<file path="src/rtl/parity_engine.sv">
// ============================================================================
// parity_engine: registered parity generator plus independent serial checker.
// Optional saturating mismatch counter: define PARITY_ERR_CNT_EN.   Rev 1.0
// ============================================================================
`default_nettype none

module parity_engine #(
  parameter int DATA_WIDTH = 8,
  parameter int ERR_CNT_W  = 8
) (
  input  logic                  CLK,
  input  logic                  RST,
  input  logic [DATA_WIDTH-1:0] P_DATA,
  input  logic                  Data_Valid,
  input  logic [1:0]            PAR_TYP,
  output logic                  par_bit,
  input  logic                  rx_start,
  input  logic                  rx_bit,
  input  logic                  rx_bit_vld,
  input  logic                  rx_par_vld,
  output logic                  chk_busy,
  output logic                  par_err,
  input  logic                  err_clr,
  output logic [ERR_CNT_W-1:0]  err_count
);

  localparam int               CNT_W    = $clog2(DATA_WIDTH + 1);
  localparam logic [CNT_W-1:0] LAST_CNT = CNT_W'(DATA_WIDTH);

  localparam logic [1:0] IDLE     = 2'd0;
  localparam logic [1:0] ACCUM    = 2'd1;
  localparam logic [1:0] WAIT_PAR = 2'd2;

  localparam logic [1:0] MODE_EVEN = 2'b00;
  localparam logic [1:0] MODE_ODD  = 2'b01;
  localparam logic [1:0] MODE_MARK = 2'b10;

  function automatic logic parity_of(input logic [1:0] pmode, input logic xr);
    case (pmode)
      MODE_EVEN: parity_of = xr;
      MODE_ODD:  parity_of = ~xr;
      MODE_MARK: parity_of = 1'b1;
      default:   parity_of = 1'b0;
    endcase
  endfunction

  always_ff @(posedge CLK or negedge RST) begin
    if (!RST)
      par_bit <= 1'b0;
    else if (Data_Valid)
      par_bit <= parity_of(PAR_TYP, ^P_DATA);
  end

  logic [1:0]       state;
  logic [CNT_W-1:0] bit_cnt;
  logic [CNT_W-1:0] cnt_inc;
  logic             acc;
  logic [1:0]       mode;

  assign cnt_inc  = bit_cnt + CNT_W'(1);
  assign chk_busy = (state != IDLE);

  // rx_start outranks everything, so an abort never raises par_err
  always_ff @(posedge CLK or negedge RST) begin
    if (!RST) begin
      state   <= IDLE;
      bit_cnt <= '0;
      acc     <= 1'b0;
      mode    <= 2'b00;
      par_err <= 1'b0;
    end else begin
      par_err <= 1'b0;
      if (rx_start) begin
        state   <= ACCUM;
        bit_cnt <= '0;
        acc     <= 1'b0;
        mode    <= PAR_TYP;
      end else begin
        case (state)
          ACCUM: begin
            if (rx_bit_vld) begin
              acc     <= acc ^ rx_bit;
              bit_cnt <= cnt_inc;
              if (cnt_inc == LAST_CNT)
                state <= WAIT_PAR;
            end
          end
          WAIT_PAR: begin
            if (rx_par_vld) begin
              par_err <= (rx_bit != parity_of(mode, acc));
              state   <= IDLE;
            end
          end
          default: state <= IDLE;
        endcase
      end
    end
  end

`ifdef PARITY_ERR_CNT_EN
  always_ff @(posedge CLK or negedge RST) begin
    if (!RST)
      err_count <= '0;
    else if (err_clr)
      err_count <= '0;
    else if (par_err && (err_count != {ERR_CNT_W{1'b1}}))
      err_count <= err_count + ERR_CNT_W'(1);
  end
`else
  logic unused_err_clr;
  assign unused_err_clr = err_clr;
  assign err_count      = '0;
`endif

endmodule

`default_nettype wire

</file>
<file path="config.mk">
export PLATFORM = sky130hd
export DESIGN_NAME = parity_engine
export DESIGN_NICKNAME = d
export VERILOG_FILES = /design/src/rtl/parity_engine.sv
export SDC_FILE = /design/constraint.sdc
export NUM_CORES = 1
export LEC_CHECK = 0
export ABC_CLOCK_PERIOD_IN_PS = 2000
export CAP_MARGIN = 5
export CORE_UTILIZATION = 42
export CTS_BUF_LIST = sky130_fd_sc_hd__clkbuf_4 sky130_fd_sc_hd__clkbuf_8
export CTS_CLUSTER_SIZE = 10
export DETAILED_ROUTE_END_ITERATION = 10
export PLACE_DENSITY = 0.84
export SLEW_MARGIN = 10
export SYNTH_ARGS = -nofsm -noshare
export SYNTH_HDL_FRONTEND = slang
export SYNTH_SLANG_ARGS = --single-unit
</file>
<file path="constraint.sdc">
create_clock -name CLK -period 2 [get_ports CLK]
set_clock_uncertainty 0.2 [all_clocks]
set_input_delay 0.5 -clock CLK [delete_from_list [all_inputs] [get_ports CLK]]
set_output_delay 0.5 -clock CLK [all_outputs]
set_load 0.005 [all_outputs]
</file>
==> run metrics, run 1 <==
CTS hold repair buffers=0; worst-path fanout max=2; CTS root buffer=clkbuf_4; Area Overhead vs Synth=40.19%; min-delay src=mode[0]; Hold Crit Endpoint=mode[0]; vias in the first global route=449; r2r endpoint=bit_cnt[3]; first-pass GRT wire length=roughly 1800 um; most common cell after layout, fill and taps aside=dfrtp_1; most frequent cells in the layout=11 x dfrtp_1, 10 x clkdlybuf4s50_1, 9 x nor2_1; Post-Route WL=between 1000 and 1500 um; CP max stage delay=approximately 0.38 ns; Max-cap violations=0; fmax=530.0 MHz; Finished Cell Area=912.1 um^2; CP Launch Type=flip-flop; CP delay by family, top=flip-flops; Design Power=0.0005344 W; CP Class=reg -> out; routed vias=a little under 500; Synth area leader=dfrtp_1; Final min period=1.887 ns; Hold Path Class=reg -> reg; pwr dens=585.9 nW/um^2; chip width=41.36 um; Clock Tree Buf Depth=2; CP required=1.30 ns; DP Area=825.8 um^2; gpl congestion=around 0.68; Wirelength per Cell=12.26 um; CP arrival=1.19 ns; Skew-Pair Late Insertion Delay=0.27 ns; final worst-path setup slack=0.1131 ns; worst vdd ir=0.0003979 V; Port Buffers=19; multi-input logic area=around 360 um^2; DRT Pass-1 Iters=2; DP Wirelength=957.7 um; largest net degree at the start of global routing=12; row cnt=13; CTS tree=done; final count of negative-setup-slack endpoints=0; Ports=29; Antenna Violating Nets Remaining=0; Synth Register Bits=11; DR iter-0 viols=2; R2R setup slack=about 0.36 ns; max-slew violation count=0; Die H=41.36 um; vias per std cell=4.750; CTS Buf Count=3; worst hold stages=1; drt drc=0; R2R cell count=6; outcome=finished clean; proportion of layout cells with a drive suffix above 1=0.1461; crit path cell chain=or2_2, dlygate4sd2_1; CP endpoint kind=primary output; total grt overflow=0; ANT cells=0; Synth top area share=0.4231; Critical Path Stages=2; initial antenna violation count=0; Leakage Power=0.4589 nW; Total Routing Usage GR=0.1713; unique cell type count in the Yosys netlist=23; worst slack, placed=-0.2507 ns; FF-to-FF Start=state[1]; Mapped Area=650.6 um^2; Final #Nets=109; total negative slack=0 ns; core box area=1366 um^2; top cells by area, synth=dfrtp_1 42%, xnor2_1 12%, buf_4 9.2%, xor2_1 6.7%, nor2_1 5.2%; CTS Sinks=11; syn_area_per_cell=between 9 and 10 um^2; Final Non-Filler Cells=between 100 and 150; CTS H-tree lvls=1; clock-pin slew on the worst setup and hold paths=0.07 ns; fill cell count=around 110; Final Hold Vio Count=0; full die area=~1700 um^2; worst path bufs/invs=1; Placed Cells=98; Mapped Cells=66; crit path max-delay cell type=dfrtp_1; sequential cell area=275.3 um^2; Initial Util=0.4762; register area share after synthesis=0.4231; Final period util=0.9435; Synth Warn #=0; RSZ-0062 raised after global routing=no
[worst reg2reg max path, cell delays in order (launching register included)]
cell and delay (ns):
dfrtp_1 0.39, buf_4 0.14, nor2b_1 0.17, and2_1 0.27, nand4_1 0.14, xor2_1 0.16
nor2_1 0.05
[cells by family (layout without fill, tap and decap cells)]
group | after synthesis | count (layout) | share of synthesized area
AOI/OAI and AO/OA | 4 | 4 | 0.03653
xor gates and xnor gates | 14 | 14 | 0.1885
adders and majority gates | 1 | 1 | 0.01923
buffers and inverters | 10 | 26 | 0.1039
DFF | 11 | 11 | 0.4231
muxes | 3 | 3 | 0.05000
other | 1 | 8 | 0.005764
and+or+nand+nor | 22 | 22 | 0.1731
[final cells by class]
class,count,area share
multi-input combinational,52,0.3909
clock buffer,4,0.03292
timing repair buffer,22,0.2538
sequential,11,0.3018
tap,15,0.02058
[per-stage QoR]
stage / utilization / hold WS, ns
3_5_place_dp: 0.6044 / 0.3213
4_1_cts: 0.6364 / 0.3413
2_1_floorplan: - / 0.004409
5_1_grt: 0.6676 / 0.3593
6_report: 0.6676 / 0.3518
3_3_place_gp: 0.6044 / 0.2942
[report_power, final]
| part | internal [W] | total, W | switching [W] |
|---|---|---|---|
| clock | 0.0000906 | 0.000159 | 0.0000687 |
| sequential | 0.000236 | 0.000248 | 0.0000119 |
| combinational | 0.0000755 | 0.000127 | 0.0000512 |
[state kept, by name (all words and copies together) (netlist names)]
signal / cells
bit_cnt: 4
par_err: 1
state: 2
acc: 1
par_bit: 1
mode: 2
[Yosys cell counts (all sizes together)]
cell     number
and2          1
nand2         3
a21oi         1
conb          1
nor2b         2
clkbuf        2
xnor2         9
buf           8
mux2          2
or2           1
ha            1
nand2b        1
nor2          9
a31o          1
nand4         1
or3           1
dfrtp        11
o21ai         2
xor2          5
nand3         1
nand4bb       1
mux2i         1
nor3b         1
[worst max path at each step]
| stage | startpoint | to | slack (ns) |
|---|---|---|---|
| 5_1_grt | state[0] | chk_busy | 0.07 |
| 2_1_floorplan | P_DATA[3] | par_bit | 0.27 |
| 6_report | state[0] | chk_busy | 0.11 |
| 3_3_place_gp | P_DATA[2] | par_bit | -0.23 |
| 3_5_place_dp | P_DATA[1] | par_bit | -0.25 |
| 4_1_cts | P_DATA[1] | par_bit | 0.03 |
[timing repair]
action                     CTS  global route
gates resized for setup      1            11
setup endpoints to repair    1             1
gates cloned                 0             0
hold endpoints to repair     0             0
buffers inserted             2             0
pin swaps                    0             7
[layer usage]
| metal | routed length [um] | global-route usage | vias to the layer above |
|---|---|---|---|
| li1 | - | - | 244 |
| met1 | 492 | 0.1794 | 232 |
| met5 | 0 | 0 | - |
| met3 | 59 | 0.07979 | 0 |
| met4 | 0 | 0.04032 | 0 |
| met2 | 723 | 0.3086 | 18 |
Power figures use the tool's default switching activity.
==> inputs of run 2 (changes only) <==
ABC_AREA = 1   (was unset)
CORE_UTILIZATION = 45   (was 42)
PLACE_DENSITY = 0.86   (was 0.84)
TNS_END_PERCENT = 10   (was unset)
==> run 2 against run 1 <==
Effect of this change: via count up 49%; core utilization down 3.2 points; worst setup slack worse by 0.028 ns; routed wire length up 4.2%; combinational power up 12%.
==> run metrics, run 2 <==
outcome=finished clean; Initial Util=0.4968; CP required=1.30 ns; worst vdd ir=0.0002668 V; Wirelength per Cell=roughly 8.4 um; critical path startpoint=state[1]; post_cts resized=0; sequential cell area=275.3 um^2; DP Wirelength=about 1100 um; most frequent cells in the layout=49 x nand2_1, 20 x inv_1, 19 x clkdlybuf4s50_1; vias in the first global route=between 600 and 700; Antenna Violating Nets Remaining=0; gpl congestion=0.7238; Largest register FFs=4; Area Overhead vs Synth=27.94%; Clock Tree Buf Depth=2; number of synthesized flops with an enable pin=0; top cells by area, synth=dfrtp_1 36%, nand2_1 24%, inv_1 9.8%, buf_4 7.8%, nand3_1 3.9%; proportion of layout cells with a drive suffix above 1=0.04930; CTS hold repair buffers=0; row cnt=14; Total Routing Usage GR=0.1809; Synth Register Bits=11; most common cell after layout, fill and taps aside=nand2_1; Die H=43.25 um; cell with the most instances after synthesis=nand2_1; syn_area_per_cell=6.435 um^2; initial antenna violation count=0; fill cell count=142; Port Buffers=19; fmax=522.1 MHz; chip width=43.25 um; Final min period=1.915 ns; register area share after synthesis=0.3595; pwr dens=just under 600 nW/um^2; CTS tree=done; vias per std cell=4.658; Synth top area share=0.3595; core box area=1541 um^2; DRT Pass-1 Iters=4; CTS root buffer=clkbuf_4; Placed Cells=154; FF-to-FF Start=bit_cnt[0]; Max-cap violations=0; CTS Sinks=11; Design Power=0.0005705 W; Mapped Area=765.7 um^2; CTS H-tree lvls=1; DR iter-0 viols=13; asr flop ratio synth=1.000; final count of negative-setup-slack endpoints=0; RSZ-0062 raised after global routing=no; WHS=0.2866 ns; CTS Buf Count=3; total grt overflow=0; Leakage Power=0.5464 nW; biggest registers after layout=bit_cnt: 4 flops, mode: 2 flops, state: 2 flops; Mapped Cells=approximately 120; Largest Register=bit_cnt; final core occ=0.6356; clock-pin slew on the worst setup and hold paths=0.07 ns; largest net degree at the start of global routing=12; Synth Warn #=0; Final #Nets=approximately 160; commonest cells in the netlist=49 x nand2_1, 20 x inv_1, 11 x dfrtp_1; Skew-Pair Late Insertion Delay=0.26 ns; max-slew violation count=0; Hold Path Class=reg -> reg; CP endpoint kind=primary output; first-pass GRT wire length=about 2500 um; Synth area leader=dfrtp_1; Final period util=0.9576; Ports=29; total negative slack=0 ns; Setup Buffers After CTS=0; CP arrival=1.22 ns; Final Hold Vio Count=0; Post-Route WL=1328 um; Final Non-Filler Cells=158; multi-input logic area=~380 um^2; CP Class=reg -> out; CP Launch Type=flip-flop; Synth Flop Type=dfrtp_1; min-delay src=par_bit; full die area=1871 um^2; ANT cells=0; drt drc=0; routed vias=736; unique cell type count in the Yosys netlist=15; worst-path fanout max=2
run 2: cell type report:
cell class | count | area share
Sequential cell | 11 | 0.2810
Multi-Input combinational cell | 87 | 0.3895
Tap cell | 16 | 0.02043
Inverter | 20 | 0.07663
Timing Repair Buffer | 20 | 0.2018
Clock buffer | 4 | 0.03065
run 2: path summary, 6_finish.rpt:
| kind | to | slack [ns] | cells after the start |
|---|---|---|---|
| worst max-delay path | chk_busy | 0.08 | 3 |
| worst min-delay path | par_bit | 0.29 | 2 |
| worst max register to register | state[0] | 0.65 | 5 |
| worst min register to register | par_bit | 0.29 | 2 |
| max in group asynchronous | acc | 0.91 | 1 |
| min in group asynchronous | state[1] | 0.36 | 1 |
run 2: metrics by stage:
step	instance area [um^2]	setup slack (ns)
4_1_cts	979.7	0.07394
3_3_place_gp	949.7	0.1096
6_report	979.7	0.08474
3_5_place_dp	949.7	0.07563
2_1_floorplan	792.0	0.6584
5_1_grt	979.7	0.02591
run 2: logic make-up (layout without fill, tap and decap cells):
kind of cell | Yosys count | in the layout | share of synthesized area
AOI/OAI and AO/OA | 9 | 9 | 0.06210
xor gates and xnor gates | 3 | 3 | 0.03432
adders and majority gates | 1 | 1 | 0.01634
buffers and inverters | 28 | 44 | 0.1765
DFF | 11 | 11 | 0.3595
other | 1 | 8 | 0.004897
and+or+nand+nor | 66 | 66 | 0.3464
run 2: worst max-delay path, stage by stage (launching register included):
cell             delay (ns)
dfrtp_1                0.36
inv_1                  0.05
nand2_1                0.06
clkdlybuf4s50_1        0.48
run 2: report_power, final:
part	total [W]	switching, W	leakage [nW]	internal, W
sequential	0.000269	0.0000214	0.140	0.000248
clock	0.000160	0.0000690	0.0184	0.0000907
combinational	0.000142	0.0000723	0.388	0.0000693
run 2: metal layers:
| metal | global-route usage | wire (um) | vias to the layer above | share of wire |
|---|---|---|---|---|
| met3 | 0.02128 | 80 | 4 | 0.060 |
| met5 | 0 | 0 | - | 0 |
| met4 | 0.1455 | 51 | 0 | 0.038 |
| met1 | 0.2139 | 577 | 309 | 0.43 |
| met2 | 0.2896 | 619 | 27 | 0.47 |
| li1 | - | - | 396 | - |
==> RTL change, RTL diff (flow settings as in run 2) <==
Add a define of `PARITY_ERR_CNT_EN`.
--- a/src/rtl/parity_engine.sv
+++ b/src/rtl/parity_engine.sv
@@ -5,2 +5,4 @@
 `default_nettype none
+
+`define PARITY_ERR_CNT_EN
 
Check against the original RTL: no difference found for any inputs over 10 cycles, from zero or initial values and one cycle with RST low; that may be too few to reach the edited logic, so the function may still have changed.
==> RTL change against run 2 <==
Cell area increased by 57%; sequential cell count increased by 8; setup slack got worse by 0.013 ns; sequential power increased by 59%; global-route usage increased by 1.6 points; wire length increased by 66%; critical path type unchanged; final cell count increased by 47%; area after synthesis increased by 52%; hold slack improved by 0.0054 ns; count of clock-buffer cells in the layout decreased by 1; via count increased by 52%; power increased by 33%; critical endpoint is now par_err.
==> RTL change: results (changes against run 2) <==
GRT Overall Usage: 0.197 (+0.0162)
FF-to-FF setup slack: 0.28 ns (-0.37 ns)
CTS buffer count: 3 (unchanged)
Wire per inst: 9.44 um (+12%)
Initial antenna violation count: 0 (unchanged)
Clock-pin slew on the worst setup and hold paths: 0.11 ns (+0.04 ns)
Gpl congestion: 0.804 (+11%)
Dpl ws: 0.0795 ns (+0.00384 ns)
Status: completed
Placed standard-cell area: 1500 um^2 (+58%)
CP peak stage delay: 0.52 ns (+0.04 ns)
Final WS setup: 0.0716 ns (-0.0132 ns)
Largest registers: err_count x8, bit_cnt x4
Fillers: 222 (+56%)
First-pass GRT wire length: 4.06 mm (+62%)
Post-synthesis xor/xnor area fraction: 0.0226 (-0.0117)
Post-synthesis adder-cell area fraction: 0.0216 (+0.00521)
Worst skew pair latency: 0.29 ns (+0.03 ns)
Detailed placement HPWL: 1.80 mm (+65%)
Synth area leaders: dfrtp_1 (41%), nand2_1 (19%), inv_1 (9.1%)
I/O Buffers: 28 (+9)
Nets: 224 (+38%)
Sequential element share of the synthesized area: 0.409 (+0.0500)
Post-synth top cells: nand2_1 (58), inv_1 (28), dfrtp_1 (19)
Layout cells sized above 1: 0.0837 (+0.0344)
Post-synth cell types: 24 (+9)
Worst vdd ir: 395 uV (+48%)
Post-synthesis compound-gate area fraction: 0.0776 (+0.0155)
Pin count of the biggest net entering global routing: 20 (+8)
Leak Pwr: 0.809 nW (+48%)
Via count: 1118 (+52%)
## RTL change: changes by cell type in the layout (fill, tap and decap cells not counted), moves of 2 or more
| cell | change |
|---|---|
| nand2_1 | +9 |
| conb_1 | -8 |
| nor2_1 | +4 |
| a21oi_1 | +3 |
| o21ai_0 | +4 |
| dlymetal6s2s_1 | +2 |
| buf_4 | +3 |
| nand3_1 | +3 |
| inv_1 | +8 |
| dfrtp_1 | +7 |
| nor3_1 | +7 |
| clkdlybuf4s50_1 | +6 |
## RTL change: per-stage QoR
step	hold WS, ns	std cells
after global routing	0.322	233
after detailed placement	0.272	228
after floorplan	0.00441	167
after CTS	0.301	233
final	0.292	233
after global placement	0.271	228
## RTL change: cells by family (layout without fill, tap and decap cells)
| logic type | after synthesis | in the layout |
|---|---|---|
| AND/OR/NAND/NOR | 95 | 95 |
| adder cells (fa/ha/maj) | 2 | 2 |
| buffers and inverters | 31 | 67 |
| AO/OA/AOI/OAI | 17 | 17 |
| XOR/XNOR | 3 | 3 |
| flip-flops | 19 | 19 |
## RTL change: layer usage
layer  global-route usage  up-vias  part of all wire
li1                     -      599                 -
met1                0.227      499              0.48
met2                0.369       18              0.48
met3               0.0261        2             0.031
met4               0.0614        0            0.0064
met5                    0        -                 0
## RTL change: final cells by class
type	instances	area, um^2	area share
inverters	31	119	0.0771
clock inverters	1	5.00	0.00325
clock buffers	3	22.5	0.0146
flip-flops and latches	19	477	0.309
multi-input cells	117	567	0.368
repair buffers	32	314	0.204
well taps	30	37.5	0.0244
## RTL change: repair_timing
| action | CTS | global route |
|---|---|---|
| gates cloned | 0 | 0 |
| setup buffers | 1 | 0 |
| setup endpoints to repair | 1 | 3 |
| gates resized for setup | 1 | 3 |
## RTL change: path summary, 6_finish.rpt
check                              from      endpoint  cells after the start
max reg2reg                err_count[0]  err_count[6]                     10
max                             par_err       par_err                      1
min                             par_bit       par_bit                      2
min reg2reg                     par_bit       par_bit                      2
max in group asynchronous           RST  err_count[3]                      2
min in group asynchronous           RST  err_count[2]                      2
## RTL change: power by group
group          leakage (nW)  internal (W)  switching, W
clock                0.0177     0.0000742      0.000113
combinational         0.541     0.0000725     0.0000705
sequential            0.250      0.000408     0.0000193
total                 0.809      0.000555      0.000203
## RTL change: worst min-delay path: stages, from the launching register on
cell and delay [ns]:
dfrtp_1 0.36, nand2_1 0.05, nand2_1 0.05
